### src/rtl/iq_sched_pkg.sv
// Shared types and frame geometry for the RX IQ stream scheduler.
package iq_sched_pkg;

    typedef enum logic [1:0] {IDLE, PRIME, SEND} state_e;
    typedef enum logic {CH_RX1, CH_RX2} chan_e;

    localparam int BYTES_PER_COMP = 3;
    localparam int FRAME_BYTES    = 2 * BYTES_PER_COMP;
    localparam logic [2:0] LAST_IDX = 3'(FRAME_BYTES - 1);

endpackage

### src/rtl/rx_iq_stream_scheduler_if.sv
// Command, sample and byte-bus signals between the DDC/MCU side and the scheduler.
interface rx_iq_stream_scheduler_if #(
    parameter int SAMPLE_W = 24,
    parameter int FCNT_W   = 16
);
    logic                       stream_start;
    logic                       stream_stop;
    logic                       rx2_enable;
    logic                       rx1_valid;
    logic signed [SAMPLE_W-1:0] rx1_i;
    logic signed [SAMPLE_W-1:0] rx1_q;
    logic                       rx2_valid;
    logic signed [SAMPLE_W-1:0] rx2_i;
    logic signed [SAMPLE_W-1:0] rx2_q;
    logic                       byte_req;
    logic                       clear_flags;
    logic [7:0]                 byte_out;
    logic                       byte_valid;
    logic                       busy;
    logic                       rx1_overrun;
    logic                       rx2_overrun;
    logic                       underrun;
    logic [FCNT_W-1:0]          frame_count;

    modport master (
        output stream_start, stream_stop, rx2_enable,
        output rx1_valid, rx1_i, rx1_q, rx2_valid, rx2_i, rx2_q,
        output byte_req, clear_flags,
        input  byte_out, byte_valid, busy,
        input  rx1_overrun, rx2_overrun, underrun, frame_count
    );

    modport slave (
        input  stream_start, stream_stop, rx2_enable,
        input  rx1_valid, rx1_i, rx1_q, rx2_valid, rx2_i, rx2_q,
        input  byte_req, clear_flags,
        output byte_out, byte_valid, busy,
        output rx1_overrun, rx2_overrun, underrun, frame_count
    );

endinterface

### src/rtl/iq_hold_reg.sv
// One-entry sample holding register: a write always lands, a load hands out the old content.
module iq_hold_reg #(
    parameter int W = 48
) (
    input  logic         clk_in,
    input  logic         reset_n,
    input  logic         clr,
    input  logic         wr,
    input  logic [W-1:0] wr_data,
    input  logic         ld,
    output logic         full,
    output logic [W-1:0] data,
    output logic         overrun
);

    logic         full_q, full_d;
    logic [W-1:0] data_q, data_d;

    always_comb begin
        full_d = full_q;
        data_d = data_q;
        if (clr) begin
            full_d = 1'b0;
            data_d = '0;
        end else if (wr) begin
            full_d = 1'b1;
            data_d = wr_data;
        end else if (ld) begin
            full_d = 1'b0;
        end
    end

    // A write only counts as an overrun when the previous sample is not leaving this cycle.
    assign overrun = full_q & wr & ~ld & ~clr;
    assign full    = full_q;
    assign data    = data_q;

    always_ff @(posedge clk_in or negedge reset_n) begin
        if (!reset_n) begin
            full_q <= 1'b0;
            data_q <= '0;
        end else begin
            full_q <= full_d;
            data_q <= data_d;
        end
    end

endmodule

### src/rtl/rx_iq_stream_scheduler.sv
// Interleaves RX1/RX2 IQ samples into 6-byte Q/I frames served one byte per MCU strobe.
module rx_iq_stream_scheduler
    import iq_sched_pkg::*;
#(
    parameter int SAMPLE_W = 24,
    parameter int FCNT_W   = 16
) (
    input  logic                      clk_in,
    input  logic                      reset_n,
    rx_iq_stream_scheduler_if.slave   bus
);

    localparam int HOLD_W = 2 * SAMPLE_W;

    state_e              state_q, state_d;
    chan_e               ch_q, ch_d, next_ch, load_ch;
    logic                mode_q, mode_d;
    logic [2:0]          idx_q, idx_d;
    logic [HOLD_W-1:0]   shift_q, shift_d;
    logic                byte_valid_q, byte_valid_d;
    logic                rx1_overrun_q, rx1_overrun_d;
    logic                rx2_overrun_q, rx2_overrun_d;
    logic                underrun_q, underrun_d;
    logic [FCNT_W-1:0]   fcnt_q, fcnt_d;

    logic                hold_clr, load_en, ld1, ld2, und_evt, sel_full;
    logic                full1, full2, ovr1_evt, ovr2_evt;
    logic [HOLD_W-1:0]   data1, data2, sel_data;

    iq_hold_reg #(.W(HOLD_W)) u_hold_rx1 (
        .clk_in  (clk_in),
        .reset_n (reset_n),
        .clr     (hold_clr),
        .wr      (bus.rx1_valid),
        .wr_data ({bus.rx1_q, bus.rx1_i}),
        .ld      (ld1),
        .full    (full1),
        .data    (data1),
        .overrun (ovr1_evt)
    );

    iq_hold_reg #(.W(HOLD_W)) u_hold_rx2 (
        .clk_in  (clk_in),
        .reset_n (reset_n),
        .clr     (hold_clr),
        .wr      (bus.rx2_valid),
        .wr_data ({bus.rx2_q, bus.rx2_i}),
        .ld      (ld2),
        .full    (full2),
        .data    (data2),
        .overrun (ovr2_evt)
    );

    // Dual mode alternates channels; single mode always returns to RX1.
    assign next_ch = (mode_q && ch_q == CH_RX1) ? CH_RX2 : CH_RX1;

    always_comb begin
        state_d      = state_q;
        ch_d         = ch_q;
        mode_d       = mode_q;
        idx_d        = idx_q;
        shift_d      = shift_q;
        byte_valid_d = byte_valid_q;
        fcnt_d       = fcnt_q;
        hold_clr     = 1'b0;
        load_en      = 1'b0;
        load_ch      = ch_q;
        ld1          = 1'b0;
        ld2          = 1'b0;
        und_evt      = 1'b0;

        if (bus.stream_start) begin
            state_d      = PRIME;
            mode_d       = bus.rx2_enable;
            ch_d         = CH_RX1;
            idx_d        = '0;
            shift_d      = '0;
            byte_valid_d = 1'b0;
        end else if (bus.stream_stop) begin
            state_d      = IDLE;
            idx_d        = '0;
            shift_d      = '0;
            byte_valid_d = 1'b0;
            hold_clr     = 1'b1;
        end else begin
            case (state_q)
                PRIME: begin
                    load_en = 1'b1;
                    state_d = SEND;
                end
                SEND: begin
                    if (bus.byte_req) begin
                        if (idx_q != LAST_IDX) begin
                            shift_d = {shift_q[HOLD_W-9:0], 8'h00};
                            idx_d   = idx_q + 3'd1;
                        end else begin
                            if (byte_valid_q) fcnt_d = fcnt_q + FCNT_W'(1);
                            ch_d    = next_ch;
                            load_ch = next_ch;
                            load_en = 1'b1;
                        end
                    end
                end
                default: ;
            endcase
        end

        // An empty holding register still yields a full-length zero frame to keep byte alignment.
        sel_full = (load_ch == CH_RX1) ? full1 : full2;
        sel_data = (load_ch == CH_RX1) ? data1 : data2;
        if (load_en) begin
            idx_d = '0;
            if (sel_full) begin
                shift_d      = sel_data;
                byte_valid_d = 1'b1;
                ld1          = (load_ch == CH_RX1);
                ld2          = (load_ch == CH_RX2);
            end else begin
                shift_d      = '0;
                byte_valid_d = 1'b0;
                und_evt      = 1'b1;
            end
        end

        rx1_overrun_d = (rx1_overrun_q & ~bus.clear_flags) | ovr1_evt;
        rx2_overrun_d = (rx2_overrun_q & ~bus.clear_flags) | ovr2_evt;
        underrun_d    = (underrun_q & ~bus.clear_flags) | und_evt;
    end

    always_ff @(posedge clk_in or negedge reset_n) begin
        if (!reset_n) begin
            state_q       <= IDLE;
            ch_q          <= CH_RX1;
            mode_q        <= 1'b0;
            idx_q         <= '0;
            shift_q       <= '0;
            byte_valid_q  <= 1'b0;
            rx1_overrun_q <= 1'b0;
            rx2_overrun_q <= 1'b0;
            underrun_q    <= 1'b0;
            fcnt_q        <= '0;
        end else begin
            state_q       <= state_d;
            ch_q          <= ch_d;
            mode_q        <= mode_d;
            idx_q         <= idx_d;
            shift_q       <= shift_d;
            byte_valid_q  <= byte_valid_d;
            rx1_overrun_q <= rx1_overrun_d;
            rx2_overrun_q <= rx2_overrun_d;
            underrun_q    <= underrun_d;
            fcnt_q        <= fcnt_d;
        end
    end

    assign bus.byte_out    = shift_q[HOLD_W-1 -: 8];
    assign bus.byte_valid  = byte_valid_q;
    assign bus.busy        = (state_q != IDLE);
    assign bus.rx1_overrun = rx1_overrun_q;
    assign bus.rx2_overrun = rx2_overrun_q;
    assign bus.underrun    = underrun_q;
    assign bus.frame_count = fcnt_q;

endmodule

### src/flat_wrapper.sv
// flat-port wrapper written by rule: the top's interface ports become plain ports
module rx_iq_stream_scheduler_flat import iq_sched_pkg::*;
#(
    parameter int SAMPLE_W = 24,
    parameter int FCNT_W   = 16
)
  (clk_in, reset_n, bus_stream_start, bus_stream_stop, bus_rx2_enable, bus_rx1_valid, bus_rx1_i, bus_rx1_q, bus_rx2_valid, bus_rx2_i, bus_rx2_q, bus_byte_req, bus_clear_flags, bus_byte_out, bus_byte_valid, bus_busy, bus_rx1_overrun, bus_rx2_overrun, bus_underrun, bus_frame_count);
  rx_iq_stream_scheduler_if #(.SAMPLE_W(SAMPLE_W), .FCNT_W(FCNT_W)) bus_i ();
  input  logic clk_in;
  input  logic reset_n;
  input wire logic [$bits(bus_i.stream_start)-1:0] bus_stream_start;
  input wire logic [$bits(bus_i.stream_stop)-1:0] bus_stream_stop;
  input wire logic [$bits(bus_i.rx2_enable)-1:0] bus_rx2_enable;
  input wire logic [$bits(bus_i.rx1_valid)-1:0] bus_rx1_valid;
  input wire logic [$bits(bus_i.rx1_i)-1:0] bus_rx1_i;
  input wire logic [$bits(bus_i.rx1_q)-1:0] bus_rx1_q;
  input wire logic [$bits(bus_i.rx2_valid)-1:0] bus_rx2_valid;
  input wire logic [$bits(bus_i.rx2_i)-1:0] bus_rx2_i;
  input wire logic [$bits(bus_i.rx2_q)-1:0] bus_rx2_q;
  input wire logic [$bits(bus_i.byte_req)-1:0] bus_byte_req;
  input wire logic [$bits(bus_i.clear_flags)-1:0] bus_clear_flags;
  output wire logic [$bits(bus_i.byte_out)-1:0] bus_byte_out;
  output wire logic [$bits(bus_i.byte_valid)-1:0] bus_byte_valid;
  output wire logic [$bits(bus_i.busy)-1:0] bus_busy;
  output wire logic [$bits(bus_i.rx1_overrun)-1:0] bus_rx1_overrun;
  output wire logic [$bits(bus_i.rx2_overrun)-1:0] bus_rx2_overrun;
  output wire logic [$bits(bus_i.underrun)-1:0] bus_underrun;
  output wire logic [$bits(bus_i.frame_count)-1:0] bus_frame_count;
  assign bus_i.stream_start = bus_stream_start;
  assign bus_i.stream_stop = bus_stream_stop;
  assign bus_i.rx2_enable = bus_rx2_enable;
  assign bus_i.rx1_valid = bus_rx1_valid;
  assign bus_i.rx1_i = bus_rx1_i;
  assign bus_i.rx1_q = bus_rx1_q;
  assign bus_i.rx2_valid = bus_rx2_valid;
  assign bus_i.rx2_i = bus_rx2_i;
  assign bus_i.rx2_q = bus_rx2_q;
  assign bus_i.byte_req = bus_byte_req;
  assign bus_i.clear_flags = bus_clear_flags;
  assign bus_byte_out = bus_i.byte_out;
  assign bus_byte_valid = bus_i.byte_valid;
  assign bus_busy = bus_i.busy;
  assign bus_rx1_overrun = bus_i.rx1_overrun;
  assign bus_rx2_overrun = bus_i.rx2_overrun;
  assign bus_underrun = bus_i.underrun;
  assign bus_frame_count = bus_i.frame_count;
  rx_iq_stream_scheduler #(.SAMPLE_W(SAMPLE_W), .FCNT_W(FCNT_W)) u_core (.clk_in(clk_in), .reset_n(reset_n), .bus(bus_i));
endmodule
### config.mk
export PLATFORM = sky130hd
export DESIGN_NAME = rx_iq_stream_scheduler_flat
export DESIGN_NICKNAME = d
export VERILOG_FILES = /design/src/rtl/iq_sched_pkg.sv /design/src/rtl/rx_iq_stream_scheduler_if.sv /design/src/rtl/iq_hold_reg.sv /design/src/rtl/rx_iq_stream_scheduler.sv /design/src/flat_wrapper.sv
export SDC_FILE = /design/constraint.sdc
export NUM_CORES = 1
export LEC_CHECK = 0
export BUFFER_PORTS_ARGS = -buffer_cell sky130_fd_sc_hd__buf_2
export CELL_PAD_IN_SITES_DETAIL_PLACEMENT = 0
export CELL_PAD_IN_SITES_GLOBAL_PLACEMENT = 1
export CORE_MARGIN = 5
export CORE_UTILIZATION = 45
export DETAILED_ROUTE_END_ITERATION = 12
export PLACE_DENSITY_LB_ADDON = 0.08
export SYNTH_ARGS = -nofsm -noshare
export SYNTH_HDL_FRONTEND = slang
export SYNTH_HIERARCHICAL = 1
export SYNTH_SLANG_ARGS = --single-unit
### constraint.sdc
create_clock -name clk_in -period 3.1 [get_ports clk_in]
set_clock_uncertainty 0.15 [all_clocks]
set_input_delay 0.31 -clock clk_in [delete_from_list [all_inputs] [get_ports clk_in]]
set_output_delay 0.31 -clock clk_in [all_outputs]
set_load 0.005 [all_outputs]
Yosys cells after proc, flatten, opt, wreduce, memory -nomap -nowiden
Cells that the tools add are included.
Widths: inputs -> output; s select.
- flip-flop bits (word level): 173
- input bits: 105
- output and inout port bits: 29
- add/sub/neg operators: 2
- eq/ne operators: 3
- mux-type cells: 52
- bitwise logic cells: 21
- reductions and logical operators: 13
- operators by type and width (operator ; count):
    $mux 48 ; 12
    $mux 1 ; 30
    $mux 3 ; 6
    $add 16x1->16 const B ; 1
    $reduce_bool 3->1 ; 4
    $reduce_bool 4->1 ; 3
    $and 1x1->1 ; 9
    $not 1->1 ; 9
    $mux 2 ; 3
    $reduce_and 6->1 ; 1
    $reduce_bool 2->1 ; 3
    $add 3x1->3 const B ; 1
    $ne 3x3->1 const B ; 1
    $or 1x1->1 ; 3
    $reduce_and 3->1 ; 1
    $eq 2x1->1 const B ; 1
    $eq 2x2->1 const B ; 1
    $pmux 1 s2 ; 1
    $logic_and 1x1->1 ; 1

Logic depth before layout (Yosys ltp)
Gate-level depths: netlist of the first run.
- depth after elaboration: 15
- mapped depth: 11
- mapped depth without buffers: 8

Modules after synthesis
Netlist of the first run, hierarchy kept.
- modules (own cells, without submodules) (module ; instances ; cells an instance ; area each (sq um)):
    rx_iq_stream_scheduler ; 1 ; 493 ; 4574.4
    iq_hold_reg ; 2 ; 161 ; 2003.2

Least setup slack after synthesis of the first run
OpenSTA, ideal clock, no wires.
- path kind: reg2reg
- from: register u_core.state_q[0]
- to: register u_core.rx2_overrun_q (netlist: u_core/bus.rx2_overrun)
- setup time: 0.118 ns
- arrival time: 1.928 ns
- data required time: 2.832 ns
- slack: 0.904 ns
- stages on the path, launching flop included: 12
- period minus slack after synthesis: 2.196 ns
- cells stage by stage: dfrtp_1 inv_1 ha_1 and4_1 buf_4 nand4_4 buf_6 buf_6 a21boi_4 nand2b_1 nor3_2 a21o_1
- word-level cells in the longest chain between the ends: 11
- elaborated cells between the ends (all ways): 15
- RTL lines (what ; RTL line ; RTL):
    from (decl) ; rx_iq_stream_scheduler.sv:15 ; state_e state_q, state_d;
    from (signal assigned) ; rx_iq_stream_scheduler.sv:143 ; state_q <= state_d;
    $eq 2x2->1 ; rx_iq_stream_scheduler.sv:86 ; case (state_q)
    $mux 1 ; rx_iq_stream_scheduler.sv:86 ;
    $mux 1 ; rx_iq_stream_scheduler.sv:79 ; end else if (bus.stream_stop) begin
    $mux 1 ; rx_iq_stream_scheduler.sv:72 ; if (bus.stream_start) begin
    $mux 1 ; rx_iq_stream_scheduler.sv:109 ; sel_full = (load_ch == CH_RX1) ? full1 : full2;
    $mux 1 ; rx_iq_stream_scheduler.sv:113 ; if (sel_full) begin
    $mux 1 * ; rx_iq_stream_scheduler.sv:111 ; if (load_en) begin
    net u_core.ld2 ; rx_iq_stream_scheduler.sv:26 ; logic hold_clr, load_en, ld1, ld2, und_evt, sel_full;
    $not 1->1 * ; iq_hold_reg.sv:34 ; assign overrun = full_q & wr & ~ld & ~clr;
    $and 1x1->1 * (2 in series) ; iq_hold_reg.sv:34 ;
    net u_core.ovr2_evt ; rx_iq_stream_scheduler.sv:27 ; logic full1, full2, ovr1_evt, ovr2_evt;
    $or 1x1->1 * ; rx_iq_stream_scheduler.sv:126 ; rx2_overrun_d = (rx2_overrun_q & ~bus.clear_flags) | ovr2_evt;
    net u_core.rx2_overrun_d ; rx_iq_stream_scheduler.sv:22 ; logic rx2_overrun_q, rx2_overrun_d;
    to (signal assigned) ; rx_iq_stream_scheduler.sv:150 ; rx2_overrun_q <= rx2_overrun_d;
    to (decl) ; rx_iq_stream_scheduler.sv:22 ;
Mark *: on every way through the listed nets, which the timed path passes. The rest lies on a longest branch.
A chain may end at the register's enable or synchronous reset.

Worst setup path in the final report of the first run
- from: register u_core.state_q[0]
- to: register u_core.shift_q[15]
- word-level cells in the longest chain between the ends: 7
- elaborated cells between the ends (all ways): 16
- RTL lines (what ; RTL line ; RTL):
    branches (longest 7 deep; another with $reduce_bool 4->1) ; -- ;
    to (signal assigned) ; rx_iq_stream_scheduler.sv:147 ; shift_q <= shift_d;
    to (decl) ; rx_iq_stream_scheduler.sv:19 ; logic [HOLD_W-1:0] shift_q, shift_d;
Several ways; the timed one is not identified.

==> metrics.txt, run 1 <==
# TYPE chip_impl_metric gauge
chip_impl_metric{name="cp_max_fo",unit=""} 35
chip_impl_metric{name="post-place-cells",unit=""} 1129
chip_impl_metric{name="clk_pin_slew_worst_paths",unit="ps"} 70
chip_impl_metric{name="drt_pre_antenna_iters",unit=""} 5
chip_impl_metric{name="finalWorstPathRequiredPeriod",unit="ps"} 2668
chip_impl_info{name="crit_slowest_cell",value="sky130_fd_sc_hd__nand4_4"} 1
chip_impl_metric{name="dieWidth",unit="um"} 148.1
chip_impl_info{name="timing.hold.worst_endpoint",value="u_core/u_hold_rx2/data[37]$_DFFE_PN0P_"} 1
chip_impl_metric{name="dieArea",unit="um^2"} 21930
chip_impl_metric{name="arr_time_crit_path",unit="ps"} 2880
chip_impl_metric{name="ys_async_sr_fraction",unit="%"} 100.0
chip_impl_metric{name="hold_depth",unit=""} 3
chip_impl_metric{name="cts_buffers",unit=""} 17
chip_impl_metric{name="detail_route.vias_per_cell",unit=""} 5.197
chip_impl_metric{name="power_leakage",unit="uW"} 0.005232
chip_impl_metric{name="num_vias",unit=""} 6522
chip_impl_info{name="setup_repair_after_global_routing_missed_its_margin",value="false"} 1
chip_impl_metric{name="layoutNonFillerInstCount",unit=""} 1255
chip_impl_metric{name="max_freq",unit="GHz"} 0.3749
chip_impl_metric{name="design.core.area",unit="um^2"} 18770
chip_impl_metric{name="finalSetupTns",unit="ps"} 0
chip_impl_metric{name="max-slew-margin-rel",unit="%"} 40.48
chip_impl_metric{name="cts_sinks",unit=""} 173
chip_impl_metric{name="cpPeakStageDelay",unit="ps"} 430
chip_impl_metric{name="num_antenna_cells",unit=""} 0
chip_impl_metric{name="period_share",unit="%"} 86.05
chip_impl_metric{name="max_cap_check_violation_count",unit=""} 0
chip_impl_metric{name="die_h",unit="um"} 148.1
chip_impl_metric{name="yosysWarningCount",unit=""} 6
chip_impl_metric{name="grt_max_degree",unit=""} 75
chip_impl_metric{name="nets",unit=""} 1120
chip_impl_info{name="outcome",value="finished, final reports clean"} 1
chip_impl_metric{name="critPathBufInv",unit=""} 2
chip_impl_metric{name="syn_area_per_cell",unit="um^2"} 10.53
chip_impl_metric{name="ir_worst_vdd",unit="mV"} 0.3775
chip_impl_metric{name="area_growth",unit="%"} 26.13
chip_impl_info{name="netlist_top_cells_count",value="173 x sky130_fd_sc_hd__dfrtp_1, 158 x sky130_fd_sc_hd__nor2_1, 96 x sky130_fd_sc_hd__mux2i_1, 42 x sky130_fd_sc_hd__o21ai_0, 34 x sky130_fd_sc_hd__and3_1"} 1
chip_impl_metric{name="netlist-cell-type-count",unit=""} 52
chip_impl_metric{name="first_global_vias",unit=""} 6632
chip_impl_metric{name="clk-insertion-delay-late",unit="ps"} 430
chip_impl_metric{name="critPathRequiredTime",unit="ps"} 3310
chip_impl_metric{name="syn-instance-count",unit=""} 815
chip_impl_metric{name="detail_route.wl_per_cell",unit="um"} 16.78
chip_impl_info{name="yosysTopAreaCell",value="sky130_fd_sc_hd__dfrtp_1"} 1
chip_impl_metric{name="synth.cell_area",unit="um^2"} 8581
chip_impl_metric{name="grt.total_usage",unit="%"} 19.56
chip_impl_info{name="holdCritPathClass",value="in2reg"} 1
chip_impl_metric{name="ys_ff_latch",unit=""} 173
chip_impl_metric{name="count_of_input_and_output_buffers",unit=""} 133
chip_impl_info{name="holdCritStartpoint",value="bus_rx2_q[13]"} 1
chip_impl_info{name="critPathLaunchType",value="flip-flop"} 1
chip_impl_metric{name="cts.path.max_buffers",unit=""} 2
chip_impl_info{name="synth_top_cells_by_area",value="sky130_fd_sc_hd__dfrtp_1 50%, sky130_fd_sc_hd__mux2i_1 11%, sky130_fd_sc_hd__nor2_1 6.9%"} 1
chip_impl_metric{name="clock_tree.htree_level_count",unit=""} 4
chip_impl_metric{name="setup.reg_to_reg.worst_slack",unit="ps"} 430
chip_impl_metric{name="timing.final.max_slew_violations",unit=""} 0
chip_impl_metric{name="fill_cells",unit=""} 1628
chip_impl_metric{name="start_util",unit="%"} 45.72
chip_impl_metric{name="placementRows",unit=""} 50
chip_impl_info{name="worst_setup_path_end_kind",value="flip-flop"} 1
chip_impl_info{name="yosysMostFrequentCell",value="sky130_fd_sc_hd__dfrtp_1"} 1
chip_impl_info{name="cts_tree",value="built"} 1
chip_impl_info{name="yosys_most_used_dff",value="sky130_fd_sc_hd__dfrtp_1"} 1
chip_impl_metric{name="finalInstanceArea",unit="um^2"} 10820
chip_impl_info{name="path_class",value="reg2reg"} 1
chip_impl_metric{name="finalSetupViolCount",unit=""} 0
chip_impl_metric{name="global_route.overflow_total",unit=""} 0
chip_impl_info{name="cts.root.buffer_cell",value="sky130_fd_sc_hd__clkbuf_16"} 1
chip_impl_metric{name="synth.top_cell.area_share",unit="%"} 50.45
chip_impl_metric{name="grt_antenna_before_repair",unit=""} 0
chip_impl_info{name="worstPathCellList",value="inv_1 -> ha_1 -> and4_1 -> nand4_4 -> buf_4 -> a21boi_0 -> o21ai_2 -> a21oi_2"} 1
chip_impl_metric{name="worstMarginPinSlew",unit="ps"} 892.8
chip_impl_metric{name="drt-initial-drc-count",unit=""} 366
chip_impl_metric{name="grt_first_pass_wirelength",unit="um"} 34410
chip_impl_info{name="cp_top_family",value="simple AND/OR/NAND/NOR gates"} 1
chip_impl_metric{name="synth_seq_area_share",unit="%"} 50.45
chip_impl_metric{name="mappedNetlistNets",unit=""} 926
chip_impl_metric{name="dpl-instance-area",unit="um^2"} 9291
chip_impl_metric{name="gpl.final_weighted_congestion",unit=""} 0.7838
chip_impl_info{name="worst_r2r_endpoint",value="u_core/shift_q[15]$_DFFE_PN0P_"} 1
chip_impl_metric{name="pin_count",unit=""} 134
chip_impl_info{name="crit-reg2reg-launch",value="u_core/state_q[0]$_DFFE_PN0P_"} 1
chip_impl_metric{name="hold_violations",unit=""} 0
chip_impl_metric{name="wl",unit="um"} 21060
chip_impl_metric{name="drive_gt1_share",unit="%"} 25.56
chip_impl_metric{name="dp_hpwl",unit="um"} 14300
chip_impl_metric{name="drc",unit=""} 0
chip_impl_metric{name="power_per_cell_area",unit="nW/um^2"} 493.6
chip_impl_metric{name="route.antenna.remaining_nets",unit=""} 0
chip_impl_metric{name="synth-edff-count",unit=""} 0
chip_impl_metric{name="r2r_cells",unit=""} 8
==> worst max-delay path by stage <==
| stage | from | endpoint | slack [ps] | cells past startpoint |
|---|---|---|---|---|
| final | u_core/state_q[0]$_DFFE_PN0P_ | u_core/shift_q[15]$_DFFE_PN0P_ | 430 | 8 |
| after detailed placement | u_core/state_q[0]$_DFFE_PN0P_ | u_core/shift_q[15]$_DFFE_PN0P_ | 470 | 8 |
| after global placement | u_core/state_q[0]$_DFFE_PN0P_ | u_core/shift_q[15]$_DFFE_PN0P_ | 560 | 8 |
| after CTS | u_core/state_q[0]$_DFFE_PN0P_ | u_core/shift_q[19]$_DFFE_PN0P_ | 430 | 8 |
| after floorplan | u_core/state_q[0]$_DFFE_PN0P_ | u_core/bus.rx2_overrun$_DFF_PN0_ | 900 | 11 |
| after global routing | u_core/state_q[0]$_DFFE_PN0P_ | u_core/bus.rx2_overrun$_DFF_PN0_ | 200 | 8 |
==> layout by cell type (no fill, tap or decap), types with 8 or more instances in the layout <==
cell,count
sky130_fd_sc_hd__mux2i_1,96
sky130_fd_sc_hd__nor4b_1,8
sky130_fd_sc_hd__a31oi_1,16
sky130_fd_sc_hd__o21ai_2,30
sky130_fd_sc_hd__and3_1,34
sky130_fd_sc_hd__a21oi_1,14
sky130_fd_sc_hd__o21ai_0,42
sky130_fd_sc_hd__buf_2,132
sky130_fd_sc_hd__dlygate4sd3_1,95
sky130_fd_sc_hd__inv_1,10
sky130_fd_sc_hd__a21boi_0,30
sky130_fd_sc_hd__xnor2_1,9
sky130_fd_sc_hd__nand2_1,28
sky130_fd_sc_hd__buf_4,10
sky130_fd_sc_hd__clkbuf_16,17
sky130_fd_sc_hd__dfrtp_1,173
sky130_fd_sc_hd__xor2_1,8
sky130_fd_sc_hd__a21oi_2,32
sky130_fd_sc_hd__nor2_1,158
==> stage by stage <==
stage / setup slack (ps) / power [uW] / util [%] / hold WS, ps
3_3_place_gp: 563.7 / 3159 / 49.51 / 222.2
5_1_grt: 201.7 / 5576 / 57.67 / 13.84
2_1_floorplan: 904.0 / 2938 / - / -135.6
4_1_cts: 431.1 / 5416 / 57.67 / 0.7596
6_report: 432.4 / 5342 / 57.67 / 21.70
3_5_place_dp: 472.7 / 3177 / 49.51 / 217.7
==> timing repair <==
action / in CTS / in global routing
resized for setup: 0 / 0
hold buffers: 95 / 0
buffers inserted: 0 / 0
endpoints found under the hold margin: 165 / 0
==> worst min-delay path: cells and delay by family <==
kind,cells,cell delay (ps)
buffers and inverters,1,70
muxes,1,50
and+or+nand+nor,1,110
==> registers in the layout (all words and copies together) (netlist names) <==
register,count
u_core/bus.byte_valid,1
u_core/bus.frame_count,16
u_core/bus.rx1_overrun,1
u_core/bus.rx2_overrun,1
u_core/bus.underrun,1
u_core/ch_q,1
u_core/idx_q,3
u_core/mode_q,1
u_core/shift_q,48
u_core/state_q,2
u_core/u_hold_rx1/data,48
u_core/u_hold_rx1/full,1
u_core/u_hold_rx2/data,48
u_core/u_hold_rx2/full,1
==> layer usage <==
metal	GRT usage, %	routed length (um)	vias up
met5	0	0	-
met4	4.850	176	0
met3	3.778	644	13
met2	31.49	10320	126
met1	27.51	9915	3186
li1	-	-	3197
==> kinds of logic (layout without fill, tap and decap cells) <==
group,Yosys count,count (layout),share of synthesized area (%)
and+or+nand+nor,264,264,14.81
AOI/OAI and AO/OA,179,179,15.17
muxes,97,97,11.33
adders and majority gates,6,6,0.8749
buffers and inverters,79,285,5.629
DFF,173,173,50.45
xor gates and xnor gates,17,17,1.735
==> report_power, final <==
group / internal, uW / leakage, uW / switching, uW
registers: 2430 / 0.00223 / 116
clock network: 1210 / 0.000279 / 913
logic: 331 / 0.00272 / 341
==> final cells by class <==
cell class                      instances  area, um^2  area share [%]
Clock buffer                           18       439.2           4.058
Clock inverter                         13       141.4           1.306
Inverter                               12       45.04          0.4162
Multi-Input combinational cell        563        3797           35.09
Sequential cell                       173        4329           40.00
Tap cell                              234       292.8           2.705
Timing Repair Buffer                  242        1778           16.43
Note: power is estimated with default switching activity, not from simulation.
==> run 2, diff against run 1 <==
ABC_AREA = 1   (was unset)
CORE_UTILIZATION = 42   (was 45)
==> metrics.txt, run 2 <==
# TYPE chip_impl_metric gauge
chip_impl_info{name="synth_top_cells_by_area",value="sky130_fd_sc_hd__dfrtp_1 51%, sky130_fd_sc_hd__nand2_1 24%, sky130_fd_sc_hd__nand3_1 8.7%"} 1
chip_impl_metric{name="max_freq",unit="GHz"} 0.3810
chip_impl_metric{name="yosysWarningCount",unit=""} 6
chip_impl_metric{name="drt-initial-drc-count",unit=""} 319
chip_impl_metric{name="worstMarginPinSlew",unit="ps"} 914.1
chip_impl_metric{name="global_route.overflow_total",unit=""} 0
chip_impl_metric{name="cts.repair.resized",unit=""} 0
chip_impl_info{name="layout_common_cells",value="532 x sky130_fd_sc_hd__nand2_1, 173 x sky130_fd_sc_hd__dfrtp_1, 147 x sky130_fd_sc_hd__nand3_1"} 1
chip_impl_metric{name="power_leakage",unit="uW"} 0.005807
chip_impl_metric{name="clk_pin_slew_worst_paths",unit="ps"} 60
chip_impl_metric{name="ys_async_sr_fraction",unit="%"} 100.0
chip_impl_info{name="worst_path_most_repeated_cell",value="sky130_fd_sc_hd__nand2_1"} 1
chip_impl_info{name="yosysTopAreaCell",value="sky130_fd_sc_hd__dfrtp_1"} 1
chip_impl_metric{name="nets",unit=""} 1383
chip_impl_metric{name="finalWorstPathRequiredPeriod",unit="ps"} 2625
chip_impl_info{name="holdCritPathClass",value="in2reg"} 1
chip_impl_metric{name="max-slew-margin-rel",unit="%"} 38.97
chip_impl_metric{name="grt_first_pass_wirelength",unit="um"} 37970
chip_impl_metric{name="synth.top_cell.area_share",unit="%"} 51.36
chip_impl_metric{name="arr_time_crit_path",unit="ps"} 2830
chip_impl_metric{name="area_growth",unit="%"} 26.03
chip_impl_metric{name="wl",unit="um"} 22670
chip_impl_info{name="yosysMostFrequentCell",value="sky130_fd_sc_hd__nand2_1"} 1
chip_impl_metric{name="clock_tree.htree_level_count",unit=""} 4
chip_impl_metric{name="multiInputGateArea",unit="um^2"} 3460
chip_impl_metric{name="dp_hpwl",unit="um"} 14660
chip_impl_metric{name="cts.path.max_buffers",unit=""} 2
chip_impl_metric{name="grt_antenna_before_repair",unit=""} 0
chip_impl_metric{name="power_per_cell_area",unit="nW/um^2"} 478.0
chip_impl_metric{name="detail_route.wl_per_cell",unit="um"} 14.63
chip_impl_metric{name="ir_worst_vdd",unit="mV"} 0.3188
chip_impl_info{name="crit-reg2reg-launch",value="u_core/state_q[0]$_DFFE_PN0P_"} 1
chip_impl_metric{name="cts_sinks",unit=""} 173
chip_impl_metric{name="dieWidth",unit="um"} 151.7
chip_impl_info{name="timing.hold.worst_endpoint",value="u_core/mode_q$_DFFE_PN0P_"} 1
chip_impl_metric{name="drc",unit=""} 0
chip_impl_metric{name="hold_violations",unit=""} 0
chip_impl_metric{name="detail_route.vias_per_cell",unit=""} 4.764
chip_impl_metric{name="fin_util",unit="%"} 54.23
chip_impl_metric{name="hold_depth",unit=""} 3
chip_impl_metric{name="route.antenna.remaining_nets",unit=""} 0
chip_impl_metric{name="clk-insertion-delay-late",unit="ps"} 420
chip_impl_metric{name="netlist-cell-type-count",unit=""} 30
chip_impl_info{name="setup_repair_after_global_routing_missed_its_margin",value="false"} 1
chip_impl_metric{name="synth_xor_area_share",unit="%"} 1.766
chip_impl_metric{name="area.sequential",unit="um^2"} 4329
chip_impl_metric{name="ys_ff_latch",unit=""} 173
chip_impl_metric{name="setup.reg_to_reg.worst_slack",unit="ps"} 480
chip_impl_metric{name="placementRows",unit=""} 51
chip_impl_info{name="yosys_most_used_dff",value="sky130_fd_sc_hd__dfrtp_1"} 1
chip_impl_metric{name="r2r_cells",unit=""} 14
chip_impl_info{name="cp_top_family",value="simple AND/OR/NAND/NOR gates"} 1
chip_impl_metric{name="cpPeakStageDelay",unit="ps"} 410
chip_impl_metric{name="design.core.area",unit="um^2"} 19590
chip_impl_info{name="outcome",value="finished, final reports clean"} 1
chip_impl_metric{name="mappedNetlistNets",unit=""} 1192
chip_impl_metric{name="period_share",unit="%"} 84.67
chip_impl_metric{name="gpl.final_weighted_congestion",unit=""} 0.7825
chip_impl_info{name="worstPathCellList",value="inv_1 -> ha_1 -> nand2_1 -> nor2_4 -> nand3_1 -> nand3_4 -> buf_4 -> nand4_1 -> nand2_2 -> buf_12 -> nand2_1 -> nand2_1 -> nand2_1 -> nand2_1"} 1
chip_impl_info{name="worst_r2r_endpoint",value="u_core/shift_q[13]$_DFFE_PN0P_"} 1
chip_impl_metric{name="dieArea",unit="um^2"} 23000
chip_impl_metric{name="critPathRequiredTime",unit="ps"} 3310
chip_impl_metric{name="proportion_of_synthesized_area_in_mux_cells",unit="%"} 0
chip_impl_metric{name="cts_buffers",unit=""} 17
chip_impl_metric{name="fill_cells",unit=""} 1931
chip_impl_metric{name="timing.final.max_slew_violations",unit=""} 0
chip_impl_info{name="cts.root.buffer_cell",value="sky130_fd_sc_hd__clkbuf_16"} 1
chip_impl_metric{name="start_util",unit="%"} 43.03
chip_impl_metric{name="num_vias",unit=""} 7379
chip_impl_metric{name="drt_pre_antenna_iters",unit=""} 5
chip_impl_metric{name="count_of_input_and_output_buffers",unit=""} 133
chip_impl_metric{name="pin_count",unit=""} 134
chip_impl_metric{name="synthAdderAreaFrac",unit="%"} 0.8906
chip_impl_metric{name="postCtsSetupBuffers",unit=""} 0
chip_impl_info{name="critPathLaunchType",value="flip-flop"} 1
chip_impl_info{name="path_class",value="reg2reg"} 1
chip_impl_metric{name="synth-edff-count",unit=""} 0
chip_impl_metric{name="max_cap_check_violation_count",unit=""} 0
chip_impl_metric{name="finalSetupTns",unit="ps"} 0
chip_impl_info{name="cts_tree",value="built"} 1
chip_impl_metric{name="cp_max_fo",unit=""} 43
chip_impl_metric{name="synth.cell_area",unit="um^2"} 8429
chip_impl_metric{name="grt.total_usage",unit="%"} 20.82
chip_impl_metric{name="critPathBufInv",unit=""} 3
chip_impl_metric{name="synth_compound_area_share",unit="%"} 2.687
chip_impl_metric{name="num_antenna_cells",unit=""} 0
chip_impl_metric{name="syn_area_per_cell",unit="um^2"} 7.798
chip_impl_info{name="worst_setup_path_end_kind",value="flip-flop"} 1
chip_impl_metric{name="syn-instance-count",unit=""} 1081
chip_impl_info{name="most_common_cell_after_layout_fill_and_taps_aside",value="sky130_fd_sc_hd__nand2_1"} 1
chip_impl_metric{name="die_h",unit="um"} 151.7
chip_impl_info{name="crit_slowest_cell",value="sky130_fd_sc_hd__buf_4"} 1
chip_impl_metric{name="grt_max_degree",unit=""} 64
chip_impl_metric{name="synth_simple_gate_area_share",unit="%"} 35.70
chip_impl_metric{name="synth_seq_area_share",unit="%"} 51.36
chip_impl_info{name="netlist_top_cells_count",value="532 x sky130_fd_sc_hd__nand2_1, 173 x sky130_fd_sc_hd__dfrtp_1, 147 x sky130_fd_sc_hd__nand3_1, 44 x sky130_fd_sc_hd__inv_1, 29 x sky130_fd_sc_hd__buf_2"} 1
chip_impl_info{name="holdCritStartpoint",value="bus_stream_start"} 1
chip_impl_metric{name="finalSetupViolCount",unit=""} 0
chip_impl_info{name="combinational_family_with_the_most_area_after_synthesis",value="simple AND/OR/NAND/NOR gates"} 1
chip_impl_metric{name="drive_gt1_share",unit="%"} 15.19
chip_impl_metric{name="first_global_vias",unit=""} 7521
-- run 2: changes by cell type after synthesis, moves of 15 or more --
cell | before | now
sky130_fd_sc_hd__a31oi_1 | 16 | 0
sky130_fd_sc_hd__buf_2 | 6 | 29
sky130_fd_sc_hd__nand3_1 | 6 | 147
sky130_fd_sc_hd__o21ai_2 | 31 | 0
sky130_fd_sc_hd__nand2_1 | 29 | 532
sky130_fd_sc_hd__a21boi_0 | 30 | 0
sky130_fd_sc_hd__clkbuf_1 | 30 | 15
sky130_fd_sc_hd__and3_1 | 34 | 0
sky130_fd_sc_hd__mux2i_1 | 96 | 0
sky130_fd_sc_hd__nor2_1 | 158 | 25
sky130_fd_sc_hd__o21ai_0 | 42 | 14
sky130_fd_sc_hd__a21oi_2 | 32 | 0
sky130_fd_sc_hd__inv_1 | 10 | 44
-- run 2: tightest hold or removal path: cells and delay by family --
family	cells	cell delay (ps)
AND/OR/NAND/NOR	2	100
buffers and inverters	1	140
-- run 2: stage by stage --
step	setup WS [ps]	hold WS [ps]	instance area (um^2)	instances	total power (uW)
2_1_floorplan	1200	-135.6	8429	1081	2810
3_3_place_gp	573.1	200.7	9126	1423	3022
3_5_place_dp	500.6	190.7	9126	1423	3027
4_1_cts	477.4	9.653	10620	1549	5150
5_1_grt	201.9	34.75	10620	1549	5338
6_report	475.3	18.75	10620	1549	5079
-- run 2: worst max path at each step --
| stage | from | endpoint | slack [ps] | depth (start not counted) |
|---|---|---|---|---|
| after floorplan | u_core/state_q[0]$_DFFE_PN0P_ | u_core/shift_q[0]$_DFFE_PN0P_ | 1200 | 13 |
| after detailed placement | u_core/state_q[0]$_DFFE_PN0P_ | u_core/shift_q[27]$_DFFE_PN0P_ | 500 | 14 |
| after global placement | u_core/state_q[0]$_DFFE_PN0P_ | u_core/shift_q[24]$_DFFE_PN0P_ | 570 | 14 |
| final | u_core/state_q[0]$_DFFE_PN0P_ | u_core/shift_q[13]$_DFFE_PN0P_ | 480 | 14 |
| after CTS | u_core/state_q[0]$_DFFE_PN0P_ | u_core/shift_q[27]$_DFFE_PN0P_ | 480 | 14 |
| after global routing | u_core/state_q[0]$_DFFE_PN0P_ | u_core/shift_q[10]$_DFFE_PN0P_ | 200 | 14 |
-- run 2: what timing repair did --
item                                   4_1_cts  5_1_grt
endpoints found under the hold margin      153        0
setup endpoints to repair                    0        0
hold buffers                                95        0
-- run 2: metal layers --
metal,vias up,global-route usage [%],routed length [um]
li1,3774,-,-
met1,3462,28.92,10730
met5,-,0,0
met3,8,3.361,876
met4,0,3.998,124
met2,135,34.82,10940
-- run 2: layout make-up --
class                      instances  area share [%]
multi-input combinational        789           32.56
clock buffer                      17           4.004
inverter                          47           1.661
clock inverter                    14           1.142
sequential                       173           40.75
tap                              265           3.121
timing repair buffer             244           16.76
-- run 2: report_power, final --
group / total [uW] / switching (uW) / internal (uW)
Clock: 2010 / 911 / 1100
Combinational: 589 / 334 / 255
Sequential: 2480 / 81.9 / 2390
Total: 5080 / 1330 / 3750
-- run 2: cells by family after synthesis --
family,Yosys count
AO/OA/AOI/OAI,37
adder cells (fa/ha/maj),6
AND/OR/NAND/NOR,729
buffers and inverters,119
XOR/XNOR,17
flip-flops,173
==> run 3, diff against run 2 <==
ABC_AREA = 0   (was 1)
CORE_UTILIZATION = 45   (was 42)
clock period = 2.7 ns   (was 3.1 ns; I/O delays follow)
==> metrics.txt, run 3 (synthesis gave the netlist of run 1 again) <==
# TYPE chip_impl_metric gauge
chip_impl_metric{name="fill_cells",unit=""} 1642
chip_impl_metric{name="critPathRequiredTime",unit="ps"} 2860
chip_impl_metric{name="drive_gt1_share",unit="%"} 25.68
chip_impl_metric{name="postCtsSetupBuffers",unit=""} 0
chip_impl_metric{name="placementRows",unit=""} 50
chip_impl_info{name="cts_tree",value="built"} 1
chip_impl_metric{name="finalWorstPathRequiredPeriod",unit="ps"} 2470
chip_impl_metric{name="clock_tree.htree_level_count",unit=""} 4
chip_impl_metric{name="post-place-cells",unit=""} 1135
chip_impl_metric{name="fin_util",unit="%"} 58.29
chip_impl_metric{name="seq_power_share",unit="%"} 47.7
chip_impl_metric{name="hold_violations",unit=""} 0
chip_impl_metric{name="met3_length",unit="um"} 762
chip_impl_metric{name="finalSetupTns",unit="ps"} 0
chip_impl_info{name="layout_common_cells",value="173 x sky130_fd_sc_hd__dfrtp_1, 158 x sky130_fd_sc_hd__nor2_1, 132 x sky130_fd_sc_hd__buf_2"} 1
chip_impl_metric{name="grt_antenna_before_repair",unit=""} 0
chip_impl_metric{name="power_per_cell_area",unit="nW/um^2"} 559.8
chip_impl_metric{name="met1_routed_wirelength_after_detailed_routing",unit="um"} 9922
chip_impl_metric{name="start_util",unit="%"} 45.72
chip_impl_metric{name="area_growth",unit="%"} 27.49
chip_impl_metric{name="first_global_vias",unit=""} 6878
chip_impl_metric{name="drt_pre_antenna_iters",unit=""} 5
chip_impl_metric{name="dieArea",unit="um^2"} 21930
chip_impl_metric{name="setup.reg_to_reg.worst_slack",unit="ps"} 230
chip_impl_info{name="crit-reg2reg-launch",value="u_core/state_q[0]$_DFFE_PN0P_"} 1
chip_impl_info{name="worst_setup_path_end_kind",value="flip-flop"} 1
chip_impl_metric{name="arr_time_crit_path",unit="ps"} 2630
chip_impl_info{name="cts.root.buffer_cell",value="sky130_fd_sc_hd__clkbuf_16"} 1
chip_impl_metric{name="wl",unit="um"} 20890
chip_impl_info{name="startpoint",value="u_core/state_q[0]$_DFFE_PN0P_"} 1
chip_impl_metric{name="layoutNonFillerInstCount",unit=""} 1266
chip_impl_metric{name="cts_buffers",unit=""} 17
chip_impl_info{name="most_common_cell_after_layout_fill_and_taps_aside",value="sky130_fd_sc_hd__dfrtp_1"} 1
chip_impl_info{name="top_layer",value="met4"} 1
chip_impl_metric{name="drt-initial-drc-count",unit=""} 375
chip_impl_metric{name="max_freq",unit="GHz"} 0.4048
chip_impl_metric{name="num_antenna_cells",unit=""} 0
chip_impl_metric{name="clk_pin_slew_worst_paths",unit="ps"} 60
chip_impl_metric{name="timing.final.max_slew_violations",unit=""} 0
chip_impl_metric{name="die_h",unit="um"} 148.1
chip_impl_metric{name="hold_depth",unit=""} 3
chip_impl_metric{name="p_clk_share",unit="%"} 39.5
chip_impl_info{name="setup_repair_after_global_routing_missed_its_margin",value="false"} 1
chip_impl_metric{name="power_leakage",unit="uW"} 0.005292
chip_impl_metric{name="design.core.area",unit="um^2"} 18770
chip_impl_metric{name="route.antenna.remaining_nets",unit=""} 0
chip_impl_info{name="outcome",value="finished, final reports clean"} 1
chip_impl_metric{name="max_cap_check_violation_count",unit=""} 0
chip_impl_metric{name="finalSetupViolCount",unit=""} 0
chip_impl_metric{name="dieWidth",unit="um"} 148.1
chip_impl_metric{name="grt.total_usage",unit="%"} 19.71
chip_impl_metric{name="pin_count",unit=""} 134
chip_impl_metric{name="switching_share",unit="%"} 25.06
chip_impl_metric{name="period_share",unit="%"} 91.50
chip_impl_metric{name="p_int",unit="uW"} 4589
chip_impl_metric{name="drc",unit=""} 0
chip_impl_info{name="critPathLaunchType",value="flip-flop"} 1
chip_impl_metric{name="grt_first_pass_wirelength",unit="um"} 35020
chip_impl_info{name="holdCritStartpoint",value="bus_clear_flags"} 1
chip_impl_metric{name="cp_max_fo",unit=""} 66
chip_impl_info{name="path_class",value="reg2reg"} 1
chip_impl_metric{name="count_of_input_and_output_buffers",unit=""} 133
chip_impl_metric{name="cts.path.max_buffers",unit=""} 2
chip_impl_metric{name="power.combinational.fraction",unit="%"} 12.8
chip_impl_metric{name="worstMarginPinSlew",unit="ps"} 643.4
chip_impl_metric{name="dr_wl_met2",unit="um"} 9933
chip_impl_info{name="holdCritPathClass",value="in2reg"} 1
chip_impl_metric{name="whs",unit="ps"} 33.60
chip_impl_metric{name="power_switching",unit="uW"} 1534
chip_impl_metric{name="num_vias",unit=""} 6616
chip_impl_metric{name="global_route.overflow_total",unit=""} 0
chip_impl_metric{name="dp_hpwl",unit="um"} 14220
chip_impl_metric{name="clk-insertion-delay-late",unit="ps"} 420
chip_impl_metric{name="detail_route.vias_per_cell",unit=""} 5.226
chip_impl_metric{name="grt_max_degree",unit=""} 67
chip_impl_metric{name="max-slew-margin-rel",unit="%"} 57.11
chip_impl_metric{name="r2r_cells",unit=""} 9
chip_impl_metric{name="cts_sinks",unit=""} 173
chip_impl_metric{name="finalPower",unit="uW"} 6123
chip_impl_metric{name="nets",unit=""} 1131
chip_impl_metric{name="gpl.final_weighted_congestion",unit=""} 0.8734
chip_impl_metric{name="detail_route.wl_per_cell",unit="um"} 16.50
chip_impl_metric{name="ir_worst_vdd",unit="mV"} 0.4093
## run 3: stage by stage
step	worst slack, ps	cell area, um^2
3_3_place_gp	345.2	9361
2_1_floorplan	504.0	8581
3_5_place_dp	273.1	9361
5_1_grt	75.77	10940
6_report	229.6	10940
4_1_cts	236.0	10940
## run 3: path summary, 6_finish.rpt
kind | end
min in group asynchronous | u_core/bus.frame_count[12]$_DFFE_PN0P_
worst max register to register | u_core/shift_q[2]$_DFFE_PN0P_
worst max-delay path | u_core/shift_q[2]$_DFFE_PN0P_
max in group asynchronous | u_core/shift_q[12]$_DFFE_PN0P_
worst min register to register | u_core/bus.frame_count[15]$_DFFE_PN0P_
worst min-delay path | u_core/bus.underrun$_DFF_PN0_
## run 3: layout make-up
cell class	instances	area, um^2	area share, %
multi-input combinational	563	3797	34.71
timing repair buffer	253	1898	17.35
inverter	12	45.04	0.4118
clock buffer	21	460.4	4.209
clock inverter	10	116.4	1.064
tap	234	292.8	2.676
sequential	173	4329	39.57
## run 3: power groups by stage
stage          clock, uW  combinational [uW]  sequential (uW)
5_1_grt             2590                 876             2940
3_5_place_dp           0                 681             2970
3_3_place_gp           0                 661             2970
4_1_cts             2480                 796             2920
6_report            2420                 783             2920
2_1_floorplan          0                 460             2910
## run 3: timing repair
action                                 in CTS  in global routing
gates resized for setup                     0                  0
endpoints found under the hold margin     163                  0
hold buffers                              100                  0
## run 3: worst max-delay path: stages, from the launching register on
cell	delay (ps)
sky130_fd_sc_hd__dfrtp_1	340
sky130_fd_sc_hd__inv_1	70
sky130_fd_sc_hd__ha_1	260
sky130_fd_sc_hd__and4_1	220
sky130_fd_sc_hd__buf_4	160
sky130_fd_sc_hd__nand4_4	80
sky130_fd_sc_hd__buf_4	450
sky130_fd_sc_hd__nand2_2	230
sky130_fd_sc_hd__a31oi_1	240
sky130_fd_sc_hd__a21oi_1	90
## run 3: metal layers
| layer | vias up | GRT usage (%) |
|---|---|---|
| met5 | - | 0 |
| met4 | 0 | 5.127 |
| met3 | 20 | 3.169 |
| met2 | 142 | 32.22 |
| met1 | 3238 | 27.59 |
| li1 | 3216 | - |
